`src/rtl/seq_shifter.sv`:
```
//==============================================================================
// Module      : seq_shifter
// Description : Multi-cycle shift unit with valid/ready handshakes on both
//               sides. Supports SLL, SRL and SRA with a runtime shift amount,
//               moving up to STEP positions per clock. Mode 11 is a rotate
//               right when SEQ_SHIFT_ROTATE_EN is defined, otherwise it is a
//               single-cycle pass-through and no rotate logic is built.
// Config      : SEQ_SHIFT_ROTATE_EN (optional macro, enables ROR on mode 11)
// Revision    : 1.0 - initial release
//==============================================================================
`default_nettype none

module seq_shifter #(
  parameter int WIDTH = 32,
  parameter int STEP  = 4,
  parameter int SHW   = $clog2(WIDTH)
) (
  input  logic             clk,
  input  logic             reset,
  input  logic             in_valid,
  output logic             in_ready,
  input  logic [WIDTH-1:0] in_data,
  input  logic [SHW-1:0]   in_shamt,
  input  logic [1:0]       in_mode,
  output logic             out_valid,
  input  logic             out_ready,
  output logic [WIDTH-1:0] out_data
);

  // Operation encodings on in_mode.
  localparam logic [1:0] C_MODE_SLL = 2'b00;
  localparam logic [1:0] C_MODE_SRL = 2'b01;
  localparam logic [1:0] C_MODE_SRA = 2'b10;
  localparam logic [1:0] C_MODE_ROR = 2'b11;

  // One extra bit so that STEP == WIDTH (a power of two) still fits.
  localparam logic [SHW:0] C_STEP  = (SHW+1)'(STEP);
`ifdef SEQ_SHIFT_ROTATE_EN
  localparam logic [SHW:0] C_WIDTH = (SHW+1)'(WIDTH);
`endif

  typedef enum logic [1:0] {
    S_IDLE = 2'd0,
    S_BUSY = 2'd1,
    S_DONE = 2'd2
  } state_t;

  state_t           r_state;
  state_t           w_next_state;

  logic [WIDTH-1:0] r_work;      // operand being shifted step by step
  logic [SHW-1:0]   r_rem;       // positions still to shift
  logic [1:0]       r_mode;      // latched operation
  logic             r_sign;      // original MSB, used as SRA fill
  logic             r_out_valid;
  logic [WIDTH-1:0] r_out_data;

  logic             w_accept;
  logic             w_pass;      // request completes without any shift step
  logic [SHW-1:0]   w_step_n;    // positions shifted this cycle
  logic [SHW-1:0]   w_rem_after;
  logic [WIDTH-1:0] w_fill_mask; // top w_step_n bits set
  logic [WIDTH-1:0] w_shifted;

  assign in_ready  = (r_state == S_IDLE);
  assign out_valid = r_out_valid;
  assign out_data  = r_out_data;

  assign w_accept = in_valid && (r_state == S_IDLE);

  // A zero shift amount finishes immediately; without rotate support mode 11
  // is a pure pass-through and also skips the shift phase.
`ifdef SEQ_SHIFT_ROTATE_EN
  assign w_pass = (in_shamt == '0);
`else
  assign w_pass = (in_shamt == '0) || (in_mode == C_MODE_ROR);
`endif

  // Step size: min(STEP, remaining). rem is always below WIDTH, so the
  // truncated C_STEP is only selected when it is a valid SHW-bit value.
  assign w_step_n    = ({1'b0, r_rem} < C_STEP) ? r_rem : C_STEP[SHW-1:0];
  assign w_rem_after = r_rem - w_step_n;
  assign w_fill_mask = ~({WIDTH{1'b1}} >> w_step_n);

  // One shift step of the working register according to the latched mode.
  always_comb begin
    w_shifted = r_work;
    case (r_mode)
      C_MODE_SLL: w_shifted = r_work << w_step_n;
      C_MODE_SRL: w_shifted = r_work >> w_step_n;
      C_MODE_SRA: w_shifted = (r_work >> w_step_n) | (r_sign ? w_fill_mask : '0);
`ifdef SEQ_SHIFT_ROTATE_EN
      // w_step_n is never zero in BUSY, so the left shift is below WIDTH.
      C_MODE_ROR: w_shifted = (r_work >> w_step_n) |
                              (r_work << (C_WIDTH - {1'b0, w_step_n}));
`endif
      default:    w_shifted = r_work;
    endcase
  end

  // State register.
  always_ff @(posedge clk) begin
    if (reset) begin
      r_state <= S_IDLE;
    end else begin
      r_state <= w_next_state;
    end
  end

  // Next-state logic.
  always_comb begin
    w_next_state = r_state;
    case (r_state)
      S_IDLE: begin
        if (w_accept) begin
          w_next_state = w_pass ? S_DONE : S_BUSY;
        end
      end
      S_BUSY: begin
        if (w_rem_after == '0) begin
          w_next_state = S_DONE;
        end
      end
      S_DONE: begin
        if (out_ready) begin
          w_next_state = S_IDLE;
        end
      end
      default: w_next_state = S_IDLE;
    endcase
  end

  // Datapath: latch on accept, shift while busy, hold result until taken.
  always_ff @(posedge clk) begin
    if (reset) begin
      r_work      <= '0;
      r_rem       <= '0;
      r_mode      <= C_MODE_SLL;
      r_sign      <= 1'b0;
      r_out_valid <= 1'b0;
      r_out_data  <= '0;
    end else begin
      case (r_state)
        S_IDLE: begin
          if (w_accept) begin
            r_work <= in_data;
            r_rem  <= w_pass ? '0 : in_shamt;
            r_mode <= in_mode;
            r_sign <= (in_mode == C_MODE_SRA) ? in_data[WIDTH-1] : 1'b0;
            if (w_pass) begin
              r_out_valid <= 1'b1;
              r_out_data  <= in_data;
            end
          end
        end
        S_BUSY: begin
          r_work <= w_shifted;
          r_rem  <= w_rem_after;
          if (w_rem_after == '0) begin
            r_out_valid <= 1'b1;
            r_out_data  <= w_shifted;
          end
        end
        S_DONE: begin
          if (out_ready) begin
            r_out_valid <= 1'b0;
          end
        end
        default: begin
          r_out_valid <= 1'b0;
        end
      endcase
    end
  end

endmodule

`default_nettype wire

```
`config.mk`:
```
export PLATFORM = sky130hd
export DESIGN_NAME = seq_shifter
export DESIGN_NICKNAME = d
export VERILOG_FILES = /design/src/rtl/seq_shifter.sv
export SDC_FILE = /design/constraint.sdc
export NUM_CORES = 1
export LEC_CHECK = 0
export CORE_MARGIN = 3
export CORE_UTILIZATION = 62
export CTS_BUF_LIST = sky130_fd_sc_hd__clkbuf_2 sky130_fd_sc_hd__clkbuf_4 sky130_fd_sc_hd__clkbuf_8
export DETAILED_ROUTE_END_ITERATION = 6
export PLACE_DENSITY = 0.88
export REMOVE_ABC_BUFFERS = 1
export SLEW_MARGIN = 20
export SYNTH_ARGS = -nofsm -noshare
export SYNTH_HDL_FRONTEND = slang
export SYNTH_SLANG_ARGS = --single-unit
```
`constraint.sdc`:
```
create_clock -name clk -period 5.5 [get_ports clk]
set_input_delay 1.1 -clock clk [delete_from_list [all_inputs] [get_ports clk]]
set_output_delay 1.1 -clock clk [all_outputs]
set_load 0.1 [all_outputs]
```
=== Yosys cells after proc, flatten, opt, wreduce, memory -nomap -nowiden ===
Index checks and enable logic that the tools add are counted.

* Flip-flop bits (word level): 75
* Input bits: 43
* Output and inout bits: 34
* Logic and storage cells: 59

* Multiplexer cells: 23
* Add/subtract/negate cells: 1
* Reductions and logical operators: 12
* Equal/unequal tests: 10
* Order comparisons: 1
* Shift-type cells: 3
* Bitwise gates (word level): 2

{| class="wikitable"
|+ Operators by type and width
! operator !! number
|-
| $mux W32 || 5
|-
| $pmux W32 S2 || 2
|-
| $pmux W32 S3 || 1
|-
| $not A32 Y32 || 1
|-
| $or A32 B32 Y32 || 1
|-
| $shl A32 B5 Y32 || 1
|-
| $shr A32 B5 Y32 || 1
|-
| $shr A32 B5 Y32 const A || 1
|-
| $mux W5 || 3
|-
| $logic_not A5 Y1 || 2
|-
| $pmux W5 S2 || 1
|-
| $eq A2 B2 Y1 const B || 4
|-
| $mux W2 || 4
|-
| $reduce_and A4 Y1 || 2
|-
| $pmux W2 S3 || 1
|-
| $lt A5 B3 Y1 const B || 1
|-
| $mux W1 || 5
|-
| $sub A5 B5 Y5 || 1
|-
| $eq A2 B1 Y1 const B || 2
|-
| $logic_not A2 Y1 || 2
|-
| $ne A2 B1 Y1 const B || 2
|-
| $ne A2 B2 Y1 const B || 2
|-
| $reduce_and A2 Y1 || 2
|-
| $pmux W1 S3 || 1
|-
| other kinds (4) || 4
|}

=== Logic depth before layout (Yosys ltp) ===
Gate-level depths: netlist of run 1.

* Word-level depth: 9
* Gate-level depth with buffers: 13

=== Worst setup path before layout of run 1 ===
Ideal clock, no wire load.

* Path type: reg2reg
* Start: register r_state[0]
* End: register r_out_data[11] (netlist: out_data[11])
* Required time: 5.413 ns
* Cell stages (with the launch flop): 8
* Path slack: 2.366 ns
* Arrival: 3.047 ns
* Path buffers: 2
* Cell sequence: dfxtp_1 -> nor2_1 -> nand2_1 -> o32ai_4 -> nand2b_1 -> buf_2 -> buf_6 -> o31ai_1

* Longest elaborated chain between the ends: 4
* Elaborated cells between the ends (all ways): 9

{| class="wikitable"
|+ RTL lines
! item !! RTL line !! RTL
|-
| from (decl) || 48 || <nowiki>state_t r_state;</nowiki>
|-
| from (signal assigned) || 106 || <nowiki>r_state <= w_next_state;</nowiki>
|-
| $logic_not A2 Y1 * || -- ||
|-
| via in_ready || 21 || <nowiki>output logic in_ready,</nowiki>
|-
| $logic_and A1 B1 Y1 || 69 || <nowiki>assign w_accept = in_valid && (r_state == S_IDLE);</nowiki>
|-
| $ne A2 B1 Y1 (no line) || -- ||
|-
| $reduce_and A4 Y1 (no line) || -- ||
|-
| to (signal assigned) || 152 || <nowiki>r_out_data <= in_data;</nowiki>
|-
| to (signal assigned) || 161 || <nowiki>r_out_data <= w_shifted;</nowiki>
|-
| to (decl) || 56 || <nowiki>logic [WIDTH-1:0] r_out_data;</nowiki>
|}

Mark *: on every way through the listed nets, which the timed path passes. The rest lies on a longest branch.
A chain may end at the register's enable or synchronous reset.

=== Final worst setup path of run 1 ===
* Start: register r_rem[2]
* End: register r_out_data[22] (netlist: out_data[22])

* Longest elaborated chain between the ends: 9
* Elaborated cells between the ends (all ways): 15

{| class="wikitable"
|+ RTL lines
! item !! RTL line !! RTL
|-
| from (decl) || 52 || <nowiki>logic [SHW-1:0] r_rem;</nowiki>
|-
| from (signal assigned) || 147 || <nowiki>r_rem <= w_pass ? '0 : in_shamt;</nowiki>
|-
| from (signal assigned) || 158 || <nowiki>r_rem <= w_rem_after;</nowiki>
|-
| $lt A5 B3 Y1 || 81 || <nowiki>assign w_step_n = ({1'b0, r_rem} < C_STEP) ? r_rem : C_STEP[SHW-1:0];</nowiki>
|-
| $mux W5 || 81 ||
|-
| $shr A32 B5 Y32 || 83 || <nowiki>assign w_fill_mask = ~({WIDTH{1'b1}} >> w_step_n);</nowiki>
|-
| $not A32 Y32 || 83 ||
|-
| $mux W32 || 91 || <nowiki>C_MODE_SRA: w_shifted = (r_work >> w_step_n) | (r_sign ? w_fill_mask : '0);</nowiki>
|-
| $or A32 B32 Y32 || 91 ||
|-
| $pmux W32 S3 || 88 || <nowiki>case (r_mode)</nowiki>
|-
| $mux W32 || 159 || <nowiki>if (w_rem_after == '0) begin</nowiki>
|-
| $pmux W32 S2 || 143 || <nowiki>case (r_state)</nowiki>
|}

Parallel ways exist; a longest one is shown, timed or not. The select of a mux whose other input is x is not followed.

==> reports/summary.txt, run 1 <==
fmax: 0.267 GHz
CP max-delay cell: dfxtp_1
first-pass GRT wire length: 32200 µm
worst skew pair latency: 0.36 ns
area growth from synthesis to layout: 13.4%
Clock Power Share: 20.8%
Mean Syn Cell Area: 7.70 µm²
Netlist Area Pre-Place: 5860 µm²
H-tree levels: 3
largest net degree at the start of global routing: 44
vias: 6729
Worst Path Class, Setup: reg -> reg
ratio of total power to cell area: 339 nW/µm²
Reg2Reg Launch Point: r_rem[2]
Worst EP required: 5.71 ns
reg2reg end: out_data[22]
Critical Path Source Type: flip-flop
R2R setup slack: 1.76 ns
register bit total from synthesis: 75
# resized after CTS: 0
wire per inst: 23.4 µm
area of the multi-input gates: 3920 µm²
Least-Margin Pin Slew: 1.15 ns
Leak: 2.28 nW
initial antenna violation count: 0
worst hold slack: 0.462 ns
Tcrit/Tclk final: 68.0%
cell taking the most area after synthesis: dfxtp_1
post-synthesis async set-or-reset flop share: 0%
setup ws final: 1.76 ns
DRT met1 WL: 7880 µm
Logic pwr share: 45.4%
crit path cell chain: or3_4, nand2_1, ha_1, or2_2, a221oi_2, o32ai_4, nand2b_1, o21ai_0
Worst Hold Depth: 2
die area: 10700 µm²
Pre-antenna DRT Iters: 7
sequential area share after synthesis: 25.6%
Synth Instances: 761
total track usage: 38.6%
number of port buffers: 76
CP delay by family, top: simple AND/OR/NAND/NOR gates
clk_skew: 0.00746 ns
Synth area leaders: dfxtp_1 26%, nand2_1 6.6%, mux2i_1 6.5%
capturing element type of the critical path: flip-flop
die width: 103 µm
synthesis warning total: 0
Max IR drop VDD: 0.000230 V
postcts setup bufs: 0
Max clock buf depth: 2
fin nets: 812
Via density: 7.64
number of synthesized flops with an enable pin: 0
layout cells sized above 1: 8.93%
Hold Crit Class: reg -> reg
CTS tree: yes
hold endpoint: out_data[29]
# diodes: 0
vias in the first global route: 6237
Num Clock Sinks: 75
Root Buffer: clkbuf_8
Top FF cell, synth: dfxtp_1
Synth cell types: 84
final slew viol count: 0
fillcell total: 717
Hold Buf Count CTS: 0
Die H: 103 µm
unrepaired setup endpoints after global routing: no
initial core utilization: 65.6%
Buf/Inv on CP: 0
WL final: 20600 µm
FP Rows: 34
pre-CTS setup slack: 1.72 ns
met2 WL: 8790 µm
GRT Residual Overflow: 0
Iteration-0 DRC Markers: 908
outcome: complete, but fails checks
Post-DRT Antenna Nets: 0
io pins: 77
hpwl dp: 12800 µm
Slew headroom: 23.0%
highest metal used: met4
total power: 2.25 mW
minimum clock period: 3.74 ns
core box area: 8930 µm²
Max Cap Violations: 0
Sw Share: 47.0%
setup TNS: 0 ns
DRC viols: 8
final hold viol count: 0
Synth top area share: 25.6%
failing checks: design-rule violations
WP data arrival: 3.95 ns
FF/Latch Area: 1500 µm²
Setup violations, final: 0
RePlAce Congestion: 0.952
sequential cell fraction of total power: 33.7%
synth cell count leaders: 103 x nand2_1, 75 x dfxtp_1, 59 x a21oi_1, 51 x clkbuf_1, 41 x o21ai_0
clock slew at reported path FFs: 0.08 ns
R2R depth: 8
Pint: 1.19 mW
most frequent cell after synthesis: nand2_1
slowest stage delay, CP: 0.79 ns
met3 WL: 2830 µm
CTS Buf Count: 9
largest fanout on the critical path: 31
switching power: 1.06 mW
HP Start: out_data[29]
## metrics by stage
step / cell area [µm²] / util (%) / cells
finish: 6640 / 74.4 / 881
global route: 6640 / 74.4 / 881
CTS: 6630 / 74.2 / 880
detailed placement: 6420 / 71.8 / 864
global placement: 6410 / 71.8 / 864
floorplan: 5410 / - / 668
## flip-flops by register name, indices dropped and copies added (netlist names)
signal / cells
r_sign: 1
out_data: 32
r_state: 2
r_rem: 5
r_work: 32
r_mode: 2
out_valid: 1
## layer usage
layer / global-route usage [%] / up-vias
li1: - / 2909
met1: 52.0 / 3060
met2: 57.1 / 622
met3: 8.25 / 138
met4: 22.5 / 0
met5: 0 / -
## power by group through the flow
stage / Clock, mW / Combinational [mW] / Sequential [mW]
3_3_place_gp: 0 / 0.963 / 0.755
5_1_grt: 0.492 / 1.08 / 0.764
6_report: 0.469 / 1.02 / 0.759
3_5_place_dp: 0 / 0.982 / 0.758
4_1_cts: 0.469 / 0.988 / 0.746
2_1_floorplan: 0 / 0.528 / 0.895
## worst min-delay path, cell delays in order (launching register included)
cell     delay (ns)
dfxtp_1        0.33
nand2_1        0.05
o31ai_1        0.05
## layout by cell type (no fill, tap or decap), drive strengths merged, types with 12 or more instances in the layout
| master | Yosys | layout |
|---|---|---|
| o21ai | 42 | 42 |
| nor2 | 40 | 40 |
| o31ai | 22 | 22 |
| nand2 | 103 | 103 |
| nor3 | 19 | 19 |
| buf | 41 | 13 |
| mux2i | 38 | 38 |
| clkdlybuf4s50 | 0 | 76 |
| clkbuf | 52 | 13 |
| o22ai | 32 | 32 |
| nand3b | 17 | 17 |
| a211oi | 25 | 25 |
| nand3 | 21 | 21 |
| a21oi | 60 | 60 |
| dfxtp | 75 | 75 |
| a31oi | 12 | 12 |
## layout make-up
type	instances	share of cell area, %
clock buffer	13	2.50
multi-input combinational	590	59.0
inverter	3	0.169
clock inverter	3	0.697
tap	108	2.03
sequential	75	22.6
timing repair buffer	89	13.0
## worst max path at each step
stage / end / depth (start not counted) / start / slack [ns]
finish: out_data[22] / 8 / r_rem[2] / 1.76
detailed placement: out_data[1] / 4 / reset / 1.72
global placement: out_data[31] / 4 / reset / 1.83
CTS: out_data[22] / 8 / r_rem[4] / 1.87
global route: out_data[29] / 8 / r_rem[2] / 1.53
floorplan: out_data[17] / 5 / r_rem[0] / 1.18
## logic make-up after synthesis
| logic type | count (synthesis) | share of synthesized area (%) |
|---|---|---|
| xor gates and xnor gates | 4 | 0.598 |
| AOI/OAI and AO/OA | 285 | 34.1 |
| DFF | 75 | 25.6 |
| buffers and inverters | 96 | 7.84 |
| other | 1 | 0.0640 |
| adders and majority gates | 1 | 0.213 |
| and+or+nand+nor | 250 | 21.7 |
| muxes | 49 | 9.95 |
Power figures use the tool's default switching activity.
==> inputs of run 2 (changes only) <==
--- a/config.mk
+++ b/config.mk
@@ -6,10 +6,10 @@
 export NUM_CORES = 1
 export LEC_CHECK = 0
 export CORE_MARGIN = 3
-export CORE_UTILIZATION = 62
+export CORE_UTILIZATION = 52
 export CTS_BUF_LIST = sky130_fd_sc_hd__clkbuf_2 sky130_fd_sc_hd__clkbuf_4 sky130_fd_sc_hd__clkbuf_8
 export DETAILED_ROUTE_END_ITERATION = 6
-export PLACE_DENSITY = 0.88
+export PLACE_DENSITY = 0.79
 export REMOVE_ABC_BUFFERS = 1
 export SLEW_MARGIN = 20
 export SYNTH_ARGS = -nofsm -noshare
==> constraint.sdc (replaced) <==
create_clock -name clk -period 3.1 [get_ports clk]
set_input_delay 0.62 -clock clk [delete_from_list [all_inputs] [get_ports clk]]
set_output_delay 0.62 -clock clk [all_outputs]
set_load 0.1 [all_outputs]
==> run 2 against run 1 <==
The run now ends clean. Sequential power up 74%. Clock skew up 0.00053 ns. Die area up 18%. Routed wire length up 2.6%.
==> reports/summary.txt, run 2 (synthesis gave the netlist of run 1 again) <==
DRC viols: 0 (was 8)
Placed Cells: 927 (was 864)
ratio of total power to cell area: 596 nW/µm² (was 339 nW/µm²)
post-route design area: 6830 µm² (was 6640 µm²)
# resized after CTS: 0 (unchanged)
Max clock buf depth: 2 (unchanged)
FP Rows: 38 (was 34)
commonest non-fill, non-tap cell in the layout: nand2_1 (unchanged)
Tcrit/Tclk final: 88.0% (was 68.0%)
area growth from synthesis to layout: 16.5% (was 13.4%)
largest fanout on the critical path: 10 (was 31)
worst skew pair latency: 0.38 ns (was 0.36 ns)
Least-Margin Pin Slew: 0.762 ns (was 1.15 ns)
unrepaired setup endpoints after global routing: no (unchanged)
vias in the first global route: 6412 (was 6237)
CTS Buf Count: 9 (unchanged)
largest net degree at the start of global routing: 38 (was 44)
postcts setup bufs: 0 (unchanged)
Hold Buf Count CTS: 0 (unchanged)
first-pass GRT wire length: 34000 µm (was 32200 µm)
Area after DPL: 6610 µm² (was 6420 µm²)
clock slew at reported path FFs: 0.08 ns (about the same)
Critical Path Source Type: flip-flop (unchanged)
Post-DRT Antenna Nets: 0 (unchanged)
Max Cap Violations: 0 (unchanged)
WL final: 21100 µm (was 20600 µm)
number of port buffers: 76 (unchanged)
Post-Layout Cell Count: 943 (was 881)
setup TNS: 0 ns (unchanged)
Worst Path Class, Setup: reg -> reg (unchanged)
fillcell total: 988 (was 717)
outcome: completed (was complete, but fails checks)
reg2reg end: out_data[28] (was out_data[22])
Root Buffer: clkbuf_8 (unchanged)
Num Clock Sinks: 75 (unchanged)
Slew headroom: 49.2% (was 23.0%)
Reg2Reg Launch Point: r_rem[3] (was r_rem[2])
H-tree levels: 3 (unchanged)
final slew viol count: 0 (unchanged)
die width: 112 µm (was 103 µm)
Setup violations, final: 0 (unchanged)
fmax: 0.367 GHz (was 0.267 GHz)
Worst EP required: 3.38 ns (was 5.71 ns)
Die H: 112 µm (was 103 µm)
layout cells sized above 1: 16.3% (was 8.93%)
area of the multi-input gates: 3910 µm² (was 3920 µm²)
io pins: 77 (unchanged)
commonest cells after routing, fill and taps aside: 103 x nand2_1, 76 x buf_4, 75 x dfxtp_1 (was 102 x nand2_1, 76 x clkdlybuf4s50_1, 75 x dfxtp_1)
# diodes: 0 (unchanged)
die area: 12600 µm² (was 10700 µm²)
minimum clock period: 2.73 ns (was 3.74 ns)
total track usage: 33.3% (was 38.6%)
Hold Crit Class: reg -> reg (unchanged)
Pre-antenna DRT Iters: 6 (was 7)
RePlAce Congestion: 0.974 (was 0.952)
wire per inst: 22.4 µm (was 23.4 µm)
hold endpoint: out_valid (was out_data[29])
R2R depth: 9 (was 8)
clk_skew: 0.00799 ns (was 0.00746 ns)
Leak: 2.49 nW (was 2.28 nW)
R2R setup slack: 0.37 ns (was 1.76 ns)
initial core utilization: 53.6% (was 65.6%)
Via density: 7.03 (was 7.64)
Max IR drop VDD: 0.000373 V (was 0.000230 V)
initial antenna violation count: 0 (unchanged)
HP Start: out_valid (was out_data[29])
Worst Hold Depth: 2 (unchanged)
CTS tree: yes (unchanged)
core box area: 10900 µm² (was 8930 µm²)
hpwl dp: 14200 µm (was 12800 µm)
fin nets: 842 (was 812)
final hold viol count: 0 (unchanged)
WP data arrival: 3.01 ns (was 3.95 ns)
FF/Latch Area: 1500 µm² (unchanged)
Iteration-0 DRC Markers: 591 (was 908)
GRT Residual Overflow: 0 (unchanged)
capturing element type of the critical path: flip-flop (unchanged)
total power: 4.07 mW (was 2.25 mW)
vias: 6629 (was 6729)
## run 2: metrics by stage
stage                     hold WS (ns)  setup slack [ns]  util, %
after floorplan                  0.498             -1.22        -
after CTS                        0.456             0.392     62.4
after global placement           0.436             0.350     60.4
after detailed placement         0.439             0.245     60.4
final                            0.456             0.374     62.4
after global routing             0.478             0.215     62.4
## run 2: report_power, final
group	internal (mW)	leakage (nW)	total (mW)	switching, mW
Clock	0.468	0.110	0.858	0.390
Sequential	1.08	0.616	1.32	0.238
Combinational	0.650	1.76	1.89	1.24
Total	2.20	2.49	4.07	1.87
## run 2: area by class of cell
class / instances / share of cell area (%)
multi-input cells: 590 / 57.3
flip-flops and latches: 75 / 22.0
repair buffers: 119 / 14.8
well taps: 140 / 2.57
clock buffers: 11 / 2.03
clock inverters: 5 / 1.14
inverters: 3 / 0.165
## run 2: critical path, cell delays in order, from the launching register on
cell and delay, ns:
dfxtp_1 0.55, or3_4 0.21, nand2_1 0.06, ha_1 0.23, or2_2 0.31, a221oi_2 0.42, o32a_1 0.35, nor2_2 0.05
buf_4 0.21, a32o_1 0.23
## run 2: how the worst max path moves through the flow
stage	from	endpoint	slack (ns)	depth (start not counted)
after floorplan	r_rem[0]	out_data[17]	-1.22	5
final	r_rem[3]	out_data[28]	0.37	9
after CTS	r_rem[3]	out_data[28]	0.39	9
after detailed placement	in_shamt[1]	out_data[11]	0.25	7
after global placement	in_shamt[1]	out_data[21]	0.35	7
after global routing	r_rem[2]	out_data[23]	0.22	9
## run 2: per-layer routing
metal	global-route usage, %	vias up	part of all wire (%)
met2	52.0	429	45
met4	15.2	0	3.3
met5	0	-	0
met3	8.19	68	11
met1	43.4	3160	41
li1	-	2972	-
